### src/rtl/usb_uart_rx_bridge.sv
// 8N1 UART receiver feeding a small byte FIFO that presents a valid/ready stream
// to the USB serial core's uart_in pipeline.
module usb_uart_rx_bridge #(
  parameter int CLK_HZ     = 48000000,
  parameter int BAUD       = 115200,
  parameter int FIFO_DEPTH = 4
) (
  input  logic       clk,
  input  logic       rst_n,
  input  logic       rx,
  output logic [7:0] out_data,
  output logic       out_valid,
  input  logic       out_ready,
  output logic       frame_err,
  output logic       overrun
);

  localparam int DIV  = CLK_HZ / BAUD;
  localparam int HALF = DIV / 2;
  localparam int AW   = $clog2(FIFO_DEPTH);
  localparam int CW   = $clog2(DIV);
  localparam logic [CW-1:0] DIV_M1  = CW'(DIV - 1);
  localparam logic [CW-1:0] HALF_M1 = CW'(HALF - 1);

  typedef enum logic [2:0] {S_IDLE, S_START, S_DATA, S_STOP, S_BREAK} state_t;

  logic          rxMeta_q, rxSync_q;
  state_t        state_q, state_d;
  logic [CW-1:0] cnt_q, cnt_d;
  logic [2:0]    bitIdx_q, bitIdx_d;
  logic [7:0]    shift_q, shift_d;
  logic          frameErr_q, overrun_q;
  logic          stopGood, stopBad;
  logic [7:0]    mem_q [FIFO_DEPTH];
  logic [AW:0]   wrPtr_q, rdPtr_q;
  logic          full, empty, push, pop;

  // Idle-high synchronizer so reset never looks like a start bit.
  always_ff @(posedge clk or negedge rst_n) begin
    if (!rst_n) begin
      rxMeta_q <= 1'b1;
      rxSync_q <= 1'b1;
    end else begin
      rxMeta_q <= rx;
      rxSync_q <= rxMeta_q;
    end
  end

  always_ff @(posedge clk or negedge rst_n) begin
    if (!rst_n) begin
      state_q  <= S_IDLE;
      cnt_q    <= '0;
      bitIdx_q <= '0;
      shift_q  <= '0;
    end else begin
      state_q  <= state_d;
      cnt_q    <= cnt_d;
      bitIdx_q <= bitIdx_d;
      shift_q  <= shift_d;
    end
  end

  always_comb begin
    state_d  = state_q;
    cnt_d    = cnt_q;
    bitIdx_d = bitIdx_q;
    shift_d  = shift_q;
    stopGood = 1'b0;
    stopBad  = 1'b0;
    unique case (state_q)
      S_IDLE: begin
        if (!rxSync_q) begin
          cnt_d   = HALF_M1;
          state_d = S_START;
        end
      end
      S_START: begin
        if (cnt_q == '0) begin
          if (!rxSync_q) begin
            cnt_d    = DIV_M1;
            bitIdx_d = '0;
            state_d  = S_DATA;
          end else begin
            state_d = S_IDLE;
          end
        end else begin
          cnt_d = cnt_q - 1'b1;
        end
      end
      S_DATA: begin
        if (cnt_q == '0) begin
          shift_d = {rxSync_q, shift_q[7:1]};
          cnt_d   = DIV_M1;
          if (bitIdx_q == 3'd7) state_d = S_STOP;
          else                  bitIdx_d = bitIdx_q + 3'd1;
        end else begin
          cnt_d = cnt_q - 1'b1;
        end
      end
      S_STOP: begin
        if (cnt_q == '0) begin
          if (rxSync_q) begin
            stopGood = 1'b1;
            state_d  = S_IDLE;
          end else begin
            stopBad = 1'b1;
            state_d = S_BREAK;
          end
        end else begin
          cnt_d = cnt_q - 1'b1;
        end
      end
      S_BREAK: begin
        if (rxSync_q) state_d = S_IDLE;
      end
      default: state_d = S_IDLE;
    endcase
  end

  // Fullness is taken before any same-cycle pop, so a pop cannot rescue the byte.
  assign empty = (wrPtr_q == rdPtr_q);
  assign full  = (wrPtr_q[AW] != rdPtr_q[AW]) && (wrPtr_q[AW-1:0] == rdPtr_q[AW-1:0]);
  assign push  = stopGood && !full;
  assign pop   = !empty && out_ready;

  always_ff @(posedge clk or negedge rst_n) begin
    if (!rst_n) begin
      wrPtr_q    <= '0;
      rdPtr_q    <= '0;
      frameErr_q <= 1'b0;
      overrun_q  <= 1'b0;
      for (int i = 0; i < FIFO_DEPTH; i++) mem_q[i] <= '0;
    end else begin
      frameErr_q <= stopBad;
      overrun_q  <= stopGood && full;
      if (push) begin
        mem_q[wrPtr_q[AW-1:0]] <= shift_q;
        wrPtr_q <= wrPtr_q + 1'b1;
      end
      if (pop) rdPtr_q <= rdPtr_q + 1'b1;
    end
  end

  assign out_data  = mem_q[rdPtr_q[AW-1:0]];
  assign out_valid = !empty;
  assign frame_err = frameErr_q;
  assign overrun   = overrun_q;

endmodule
### config.mk
export PLATFORM = sky130hd
export DESIGN_NAME = usb_uart_rx_bridge
export DESIGN_NICKNAME = d
export VERILOG_FILES = /design/src/rtl/usb_uart_rx_bridge.sv
export SDC_FILE = /design/constraint.sdc
export NUM_CORES = 1
export LEC_CHECK = 0
export ABC_CLOCK_PERIOD_IN_PS = 1800
export CAP_MARGIN = 20
export CORE_MARGIN = 1.5
export CORE_UTILIZATION = 50
export CTS_CLUSTER_SIZE = 28
export DETAILED_ROUTE_END_ITERATION = 7
export HOLD_SLACK_MARGIN = 0.05
export PLACE_DENSITY = 0.71
export SYNTH_ARGS = -nofsm -noshare
export SYNTH_HDL_FRONTEND = slang
export SYNTH_SLANG_ARGS = --single-unit
### constraint.sdc
create_clock -name clk -period 1.8 [get_ports clk]
set_input_delay 0.36 -clock clk [delete_from_list [all_inputs] [get_ports clk]]
set_output_delay 0.36 -clock clk [all_outputs]
set_load 0.03 [all_outputs]
## Yosys cells after proc, flatten, opt, wreduce, memory -nomap -nowiden

Index checks and enable logic that the tools add are counted.

- Flip-flop bits (word level): 65
- Output and inout port bits: 11
- Word-level logic and storage cells: 88

- $add $sub $neg: 4
- Magnitude comparators: 3
- Eq/ne operators: 18
- Multiplexer cells: 32
- Bitwise gates (word level): 2
- Reduce and logical (&&, ||, !) cells: 15

Operators with widths:

| cell | count |
|---|---|
| two-way mux 9 bit | 5 |
| case mux 9 bit (4 select lines) | 1 |
| two-way mux 3 bit | 11 |
| bitwise mux 32 bit | 1 |
| two-way mux 8 bit | 3 |
| != test 2 bit, second input constant | 9 |
| binary-select mux 8 bit (select 2 bit) | 1 |
| demux 8 bit (select 2 bit) | 1 |
| case mux 3 bit (5 select lines) | 1 |
| adder 3 x 1 -> 3 bit, second input constant | 3 |
| logical NOT 9 bit | 1 |
| subtractor 9 x 1 -> 9 bit, second input constant | 1 |
| equality test 3 x 2 -> 1 bit, second input constant | 2 |
| equality test 3 bit, second input constant | 2 |
| greater-or-equal comparator 3 bit, second input constant | 2 |
| two-way mux 1 bit | 6 |
| NOT 2 -> 3 bit | 2 |
| case mux 3 bit (2 select lines) | 1 |
| AND reduction 6 bit | 1 |
| logical AND 1 bit | 5 |
| AND reduction 5 bit | 1 |
| AND reduction 4 bit | 1 |
| nonzero test 4 bit | 1 |
| equality test 3 x 1 -> 1 bit, second input constant | 1 |
| other kinds (10) | 11 |

## Longest topological paths before layout

Gate-level depths: netlist of the first run.

- Word-level depth: 6
- Mapped depth: 7
- Mapped depth without buffers: 6

## Least setup slack after synthesis of the first run

OpenSTA, ideal clock, no wires.

- Path type: register to register
- Start: reg cnt_q[0]
- End: reg mem_q[0] (netlist name)
- Library setup time: 0.128 ns
- Data arrival time: 1.783 ns
- Required time: 1.672 ns
- Setup slack: -0.111 ns
- Stages on the path, launching flop included: 8
- Path through: dfrtp_1 inv_1 ha_1 nor4b_4 and4_1 buf_4 nand3_4 mux2_1

- Cells in the longest elaborated chain, start to end: 4

Ends and longest elaborated chain:

| what | RTL line | text |
|---|---|---|
| from (decl) | 29 | `logic [CW-1:0] cnt_q, cnt_d;` |
| from (signal assigned) | 57 | `cnt_q <= cnt_d;` |
| logical NOT 9 bit | 101 | `if (cnt_q == '0) begin` |
| two-way mux 1 bit | 101 |  |
| two-way mux 1 bit | 70 | `unique case (state_q)` |
| logical AND 1 bit | 123 | `assign push = stopGood && !full;` |
| to (signal, indexed assignment) | 137 | `mem_q[wrPtr_q[AW-1:0]] <= shift_q;` |
| to (decl) | 34 | `logic [7:0] mem_q [FIFO_DEPTH];` |

No other way between the ends.
A chain may end at the register's enable or synchronous reset.

## Worst setup path after layout of the first run

- Start: reg rdPtr_q[0]
- End: out out_data[5]

- Cells in the longest elaborated chain, start to end: 4

Ends and longest elaborated chain:

| what | RTL line | text |
|---|---|---|
| from (decl) | 35 | `logic [AW:0] wrPtr_q, rdPtr_q;` |
| from (signal assigned) | 140 | `if (pop) rdPtr_q <= rdPtr_q + 1'b1;` |
| NOT 2 -> 3 bit (not written as such) | 144 | `assign out_data = mem_q[rdPtr_q[AW-1:0]];` |
| binary-select mux 8 bit (select 2 bit) | 144 |  |
| two-way mux 8 bit (not written as such) (2 in a row) | 144 |  |
| to (decl) | 11 | `output logic [7:0] out_data,` |

No other way between the ends. The select of a mux whose other input is x is not followed.

==> flow_summary_export.csv, run 1 <==
group,metric,value,unit
logic_synthesis,synth_top_flop_cell,"dfrtp_1",
timing,worst_pin_slew,0.423,ns
timing,drv_slew,0,
cells_and_area,fillers,438,
grt,met2_usage,34.4,%
route,ant_nets,0,
cells_and_area,multi_input_area,1870,µm²
timing,slew_headroom,71.6,%
power,leakage,2.06,nW
place,gp_congestion,0.818,
logic_synthesis,syn_inst,243,
route,drt-initial-drc-count,110,
clocking,clk_path_buf_depth,2,
place,dp_slack,-0.234,ns
route,vias,2221,
cells_and_area,layout.nets,318,
worst_setup_path,cp.required,1.44,ns
min_path,hold_class,"register to register",
route,first_pass_iters,4,
grt,grt_pass1_vias,2339,
cells_and_area,syn_to_final_growth,34.5,%
clocking,htreeDepth,3,
worst_setup_path,r2r_end,"mem_q[14]$_DFFE_PN0P_",
timing,setup_violations,56,
min_path,hold_end,"rxSync_q$_DFF_PN1_",
power,power.density,629,nW/µm²
grt,grt_use_met3,4.15,%
worst_setup_path,rr_worst_depth,7,
power,power_frac_seq,53.1,%
worst_setup_path,crit_type,"register to primary output",
worst_setup_path,r2r_start,"cnt_q[1]$_DFFE_PN0P_",
place,dp_hpwl,4330,µm
grt,track_usage,21.5,%
floorplanning,pin_count,15,
clocking,cts_buffers,9,
grt,grt-ovfl-total,0,
timing,rsz0062_at_grt,"true",
floorplanning,core_area,6310,µm²
route,wl_per_cell,17.6,µm
power,power_frac_clock,44.9,%
logic_synthesis,syn_area_per_cell,13.4,µm²
logic_synthesis,syn-num-nets,256,
timing,fin_crit,1.96,ns
worst_setup_path,path_max_fanout,8,
cells_and_area,seqCellArea,1630,µm²
floorplanning,die_w,83.8,µm
logic_synthesis,synth_edf_count,0,
min_path,hold_depth,0,
power,power_frac_comb,2.0,%
worst_setup_path,end_kind,"primary output",
timing,clock_skew,0.00819,ns
power,cellInternalPower,2.15,mW
logic_synthesis,yosys_warnings,0,
timing,timing.fmax,510,MHz
logic_synthesis,yosysSeqAreaShare,49.9,%
grt,antenna_found_initial,0,
logic_synthesis,synth_cell_type_count,57,
logic_synthesis,synth-seq-cells,65,
clocking,clk-insertion-delay-late,0.35,ns
floorplanning,die_area,7020,µm²
floorplanning,start_util,51.7,%
timing,period_share,109,%
run_status,violations,"setup timing",
cells_and_area,antenna_cells,0,
route,detail_route.vias_per_cell,5.74,
worst_setup_path,critPathLaunchType,"register",
place,port_buffers,14,
timing,finalHoldViolations,0,
power,power_switching,0.610,mW
floorplanning,dieHeight,83.8,µm
grt,grt_first_pass_wirelength,11800,µm
grt,grt-busiest-layer,"met2",
route,drcViolationCount,0,
cells_and_area,drive_above_1_share,51.6,%
clocking,cts.sinks,65,
run_status,status,"finished, violations left",
route,routed_wl,6820,µm
timing,setup_ws,-0.162,ns
worst_setup_path,rrSetupSlack,-0.10,ns
worst_setup_path,critPathArrivalTime,1.60,ns
flow_run,maxCapViolations,0,
floorplanning,rows,29,
grt,gr-usage-met1,28.2,%
grt,grt_max_degree,28,
clocking,cts_tree,"yes",
clocking,cts_root_buf,"clkbuf_8",
power,p_sw_share,22.1,%
clocking,clk_pin_slew,0.07,ns
min_path,hp-start,"rxMeta_q$_DFF_PN1_",
power,vdd_ir_drop_max,0.399,mV
cells_and_area,final_util,69.6,%
logic_synthesis,async_reset_ff_share,100,%
power,p_total,2.76,mW
logic_synthesis,syn_area,3270,µm²
timing,hold_slack,0.352,ns
==> worst max-delay path: stages (launching register included) <==
cell and delay, ns:
dfrtp_1 0.40, buf_12 0.16, mux4_2 0.53, buf_6 0.16
==> layout make-up <==
type                       instances  share of cell area (%)
multi-input combinational        162                    42.5
sequential                        65                    37.1
timing repair buffer              58                    12.9
clock buffer                      11                    3.22
tap                               77                    2.19
clock inverter                     5                    1.25
inverter                           9                   0.769
==> power groups by stage <==
stage / Clock (mW) / Combinational (mW) / Sequential, mW
after floorplan: 0 / 0.00589 / 1.49
after global placement: 0 / 0.0520 / 1.49
after detailed placement: 0 / 0.0525 / 1.49
after CTS: 1.27 / 0.0546 / 1.47
after global routing: 1.33 / 0.0634 / 1.47
final: 1.24 / 0.0547 / 1.47
==> cells in the final DEF, fill, tap and decap left out, drive strengths merged, types with 2 or more instances in the layout <==
cell           instances
or4                    2
a31oi                  2
nand3                 10
mux4                   8
clkdlybuf4s50          4
o21ai                  2
clkinv                 2
clkbuf                11
xnor2                  7
nor4b                  2
inv                    9
nand3b                 2
dfrtp                 63
nand2                 12
mux2i                  3
nor2                  12
clkinvlp               2
nor4                   2
mux2                  44
a211oi                 7
ha                     9
a21oi                  6
buf                   53
nor3                   8
o22ai                  2
dfstp                  2
==> state kept, by name, summed over array words and instances (netlist names) <==
| register | count |
|---|---|
| mem_q | 32 |
| cnt_q | 9 |
| shift_q | 8 |
| bitIdx_q | 3 |
| rdPtr_q | 3 |
| state_q | 3 |
| wrPtr_q | 3 |
| frame_err | 1 |
| overrun | 1 |
| rxMeta_q | 1 |
| rxSync_q | 1 |
==> cells in the mapped netlist, types with 3 or more instances <==
| cell type | number | area (µm²) |
|---|---|---|
| dfrtp_1 | 63 | 1580 |
| mux2_1 | 41 | 462 |
| nand2_1 | 11 | 41.3 |
| nor2_1 | 10 | 37.5 |
| ha_1 | 9 | 113 |
| inv_1 | 9 | 33.8 |
| mux4_2 | 8 | 180 |
| nor3_1 | 8 | 40.0 |
| a211oi_1 | 7 | 52.6 |
| xnor2_1 | 7 | 61.3 |
| a21oi_1 | 6 | 30.0 |
| nand3_1 | 5 | 25.0 |
| buf_2 | 4 | 20.0 |
| nand3_4 | 4 | 70.1 |
| mux2_2 | 3 | 33.8 |
| mux2i_1 | 3 | 30.0 |
==> layer usage <==
layer,up-vias,wire length (µm)
li1,1036,-
met1,1136,3060
met2,31,3400
met3,18,171
met4,0,184
met5,-,0
==> cell families (layout without fill, tap and decap cells) <==
family,after synthesis,in the layout,share of synthesized area (%)
flops,65,65,49.9
xor+xnor,8,8,2.15
compound gates,33,33,8.43
fa+ha+maj,9,9,3.45
mux,55,55,21.6
buf+inv,17,83,2.57
simple gates,56,57,11.9
==> repair_timing <==
| action | 4_1_cts | 5_1_grt |
|---|---|---|
| hold endpoints to repair | 13 | 0 |
| gates cloned | 1 | 0 |
| hold buffers | 1 | 0 |
| setup buffers | 7 | 2 |
| setup endpoints to repair | 62 | 66 |
| resized for setup | 103 | 21 |
| pin swaps | 10 | 11 |
==> metrics by stage <==
stage	setup TNS, ns	instance area, µm²	std cells
4_1_cts	-4.64	4260	385
3_3_place_gp	-4.64	3790	360
2_1_floorplan	-2.92	3310	243
3_5_place_dp	-6.15	3790	360
6_report	-4.38	4390	387
5_1_grt	-8.07	4390	387
==> worst max path at each step <==
stage                           start              endpoint  slack, ns  cells after the start
6_report       rdPtr_q[0]$_DFFE_PN0P_           out_data[5]      -0.16                      3
5_1_grt        rdPtr_q[0]$_DFFE_PN0P_           out_data[5]      -0.21                      3
4_1_cts        rdPtr_q[0]$_DFFE_PN0P_           out_data[5]      -0.17                      3
3_5_place_dp   rdPtr_q[0]$_DFFE_PN0P_           out_data[5]      -0.23                      3
3_3_place_gp   rdPtr_q[0]$_DFFE_PN0P_           out_data[6]      -0.17                      3
2_1_floorplan    cnt_q[0]$_DFFE_PN0P_  mem_q[0]$_DFFE_PN0P_      -0.09                      7
Power figures use the tool's default switching activity.
==> run 2: changes to the inputs <==
--- a/config.mk
+++ b/config.mk
@@ -7,9 +7,8 @@
 export LEC_CHECK = 0
 export ABC_CLOCK_PERIOD_IN_PS = 1800
 export CAP_MARGIN = 20
-export CORE_MARGIN = 1.5
+export CORE_MARGIN = 2
 export CORE_UTILIZATION = 50
-export CTS_CLUSTER_SIZE = 28
 export DETAILED_ROUTE_END_ITERATION = 7
 export HOLD_SLACK_MARGIN = 0.05
 export PLACE_DENSITY = 0.71
==> run 2 against run 1 <==
The run still ends with setup timing left. Sequential share of layout area shrank 0.71 points. Final cell count grew 1.3%. Combinational power shrank 9.5%. Critical endpoint is now out_data[2]. Worst hold slack gained 0.0042 ns. Utilization grew 0.94 points. Power shrank 1.1%.
==> flow_summary_export.csv, run 2 (same netlist as run 1, synthesis figures left out) <==
group,metric,value,unit
cells_and_area,reg.largest.list,"mem_q (32), cnt_q (9), shift_q (8)",
run_status,status,"finished, violations left",
route,routed_wl,7380,µm
worst_setup_path,cp.required,1.44,ns
run_status,violations,"setup timing",
worst_setup_path,crit_type,"register to primary output",
power,p_total,2.73,mW
floorplanning,core_area,6350,µm²
worst_setup_path,rrSetupSlack,-0.11,ns
flow_run,maxCapViolations,0,
cells_and_area,antenna_cells,0,
cells_and_area,design_area,4480,µm²
clocking,cts_buffers,9,
timing,setup_violations,57,
timing,setup_ws,-0.146,ns
route,wl_per_cell,18.8,µm
cells_and_area,layout.nets,323,
timing,fin_tns_setup,-4.61,ns
route,detail_route.vias_per_cell,5.81,
floorplanning,rows,29,
place,port_buffers,14,
timing,slew_headroom,74.8,%
floorplanning,dieHeight,84.8,µm
grt,grt_max_degree,66,
route,drt-initial-drc-count,142,
clocking,clk_path_buf_depth,2,
route,drcViolationCount,0,
cells_and_area,mostFrequentLayoutCells,"dfrtp_1 (61), mux2_4 (41), buf_4 (38)",
grt,track_usage,21.8,%
min_path,hp-start,"rxMeta_q$_DFF_PN1_",
power,vdd_ir_drop_max,0.445,mV
clocking,clk_pin_slew,0.07,ns
worst_setup_path,path_max_fanout,8,
timing,fin_crit,1.95,ns
route,first_pass_iters,4,
clocking,htreeDepth,3,
route,ant_nets,0,
route,vias,2279,
cells_and_area,largest_reg_flops,32,
timing,finalHoldViolations,0,
power,leakage,2.10,nW
grt,grt-ovfl-total,0,
grt,grt_first_pass_wirelength,12200,µm
grt,grt_pass1_vias,2398,
cells_and_area,syn_to_final_growth,37.1,%
grt,antenna_found_initial,0,
min_path,hold_class,"register to register",
place,gp_congestion,0.852,
cells_and_area,drive_above_1_share,55.9,%
timing,worst_pin_slew,0.378,ns
worst_setup_path,critPathLaunchType,"register",
timing,period_share,108,%
clocking,cts_tree,"yes",
worst_setup_path,end_kind,"primary output",
clocking,clk-insertion-delay-late,0.34,ns
timing,drv_slew,0,
timing,rsz0062_at_grt,"true",
timing,clock_skew,0.0128,ns
floorplanning,pin_count,15,
timing,timing.fmax,514,MHz
clocking,cts_root_buf,"clkbuf_8",
floorplanning,die_w,84.8,µm
power,power.density,610,nW/µm²
cells_and_area,layout_commonest_cell,"dfrtp_1",
cells_and_area,final_util,70.5,%
floorplanning,die_area,7190,µm²
worst_setup_path,r2r_start,"cnt_q[1]$_DFFE_PN0P_",
worst_setup_path,critPathLaunch,"rdPtr_q[0]$_DFFE_PN0P_",
floorplanning,start_util,51.4,%
clocking,cts.sinks,65,
place,dp_hpwl,4460,µm
timing,hold_slack,0.357,ns
worst_setup_path,critPathArrivalTime,1.59,ns
cells_and_area,largest-register,"mem_q",
place,place_area,3780,µm²
-- run 2: cell types whose count changed in the layout (fill, tap and decap cells not counted), sizes merged --
| cell | delta |
|---|---|
| clkbuf | -2 |
| clkinvlp | +1 |
| buf | +5 |
| clkinv | +1 |
-- run 2: worst paths after layout --
path / to / cells after the start
worst max register to register: mem_q[9]$_DFFE_PN0P_ / 7
worst max-delay path: out_data[2] / 3
max in group asynchronous: rxMeta_q$_DFF_PN1_ / 3
min in group asynchronous: mem_q[21]$_DFFE_PN0P_ / 3
worst min-delay path: rxSync_q$_DFF_PN1_ / 0
worst min register to register: rxSync_q$_DFF_PN1_ / 0
-- run 2: layer usage --
layer	routed length, µm	part of all wire [%]	vias to the layer above	GRT usage (%)
li1	-	-	1050	-
met1	3180	43	1173	29.3
met2	3910	53	43	35.9
met3	222	3.0	13	4.96
met4	77	1.0	0	6.49
met5	0	0	-	0
-- run 2: critical path: stages (launching register included) --
cell and delay (ns):
dfrtp_1 0.41, buf_12 0.16, mux4_2 0.52, buf_6 0.16
-- run 2: power by group --
group / switching [mW] / total, mW / internal, mW
logic: 0.0365 / 0.0495 / 0.0130
registers: 0.00255 / 1.47 / 1.46
clock network: 0.582 / 1.22 / 0.636
-- run 2: timing repair --
item	in CTS	in global routing
setup endpoints to repair	63	64
endpoints found under the hold margin	38	0
hold buffers	1	0
cloned	1	0
setup buffers	9	6
pin swaps	13	9
gates resized for setup	108	29
-- run 2: final cells by class --
type	count	area (µm²)
Multi-Input combinational cell	162	1930
Sequential cell	65	1630
Timing Repair Buffer	63	593
Inverter	9	33.8
Clock inverter	7	71.3
Fill cell	432	1870
Tap cell	77	96.3
Clock buffer	9	124
-- run 2: metrics by stage --
step / worst slack [ns] / instances
finish: -0.146 / 392
floorplan: -0.0878 / 243
CTS: -0.135 / 387
global route: -0.187 / 392
detailed placement: -0.205 / 360
global placement: -0.171 / 360
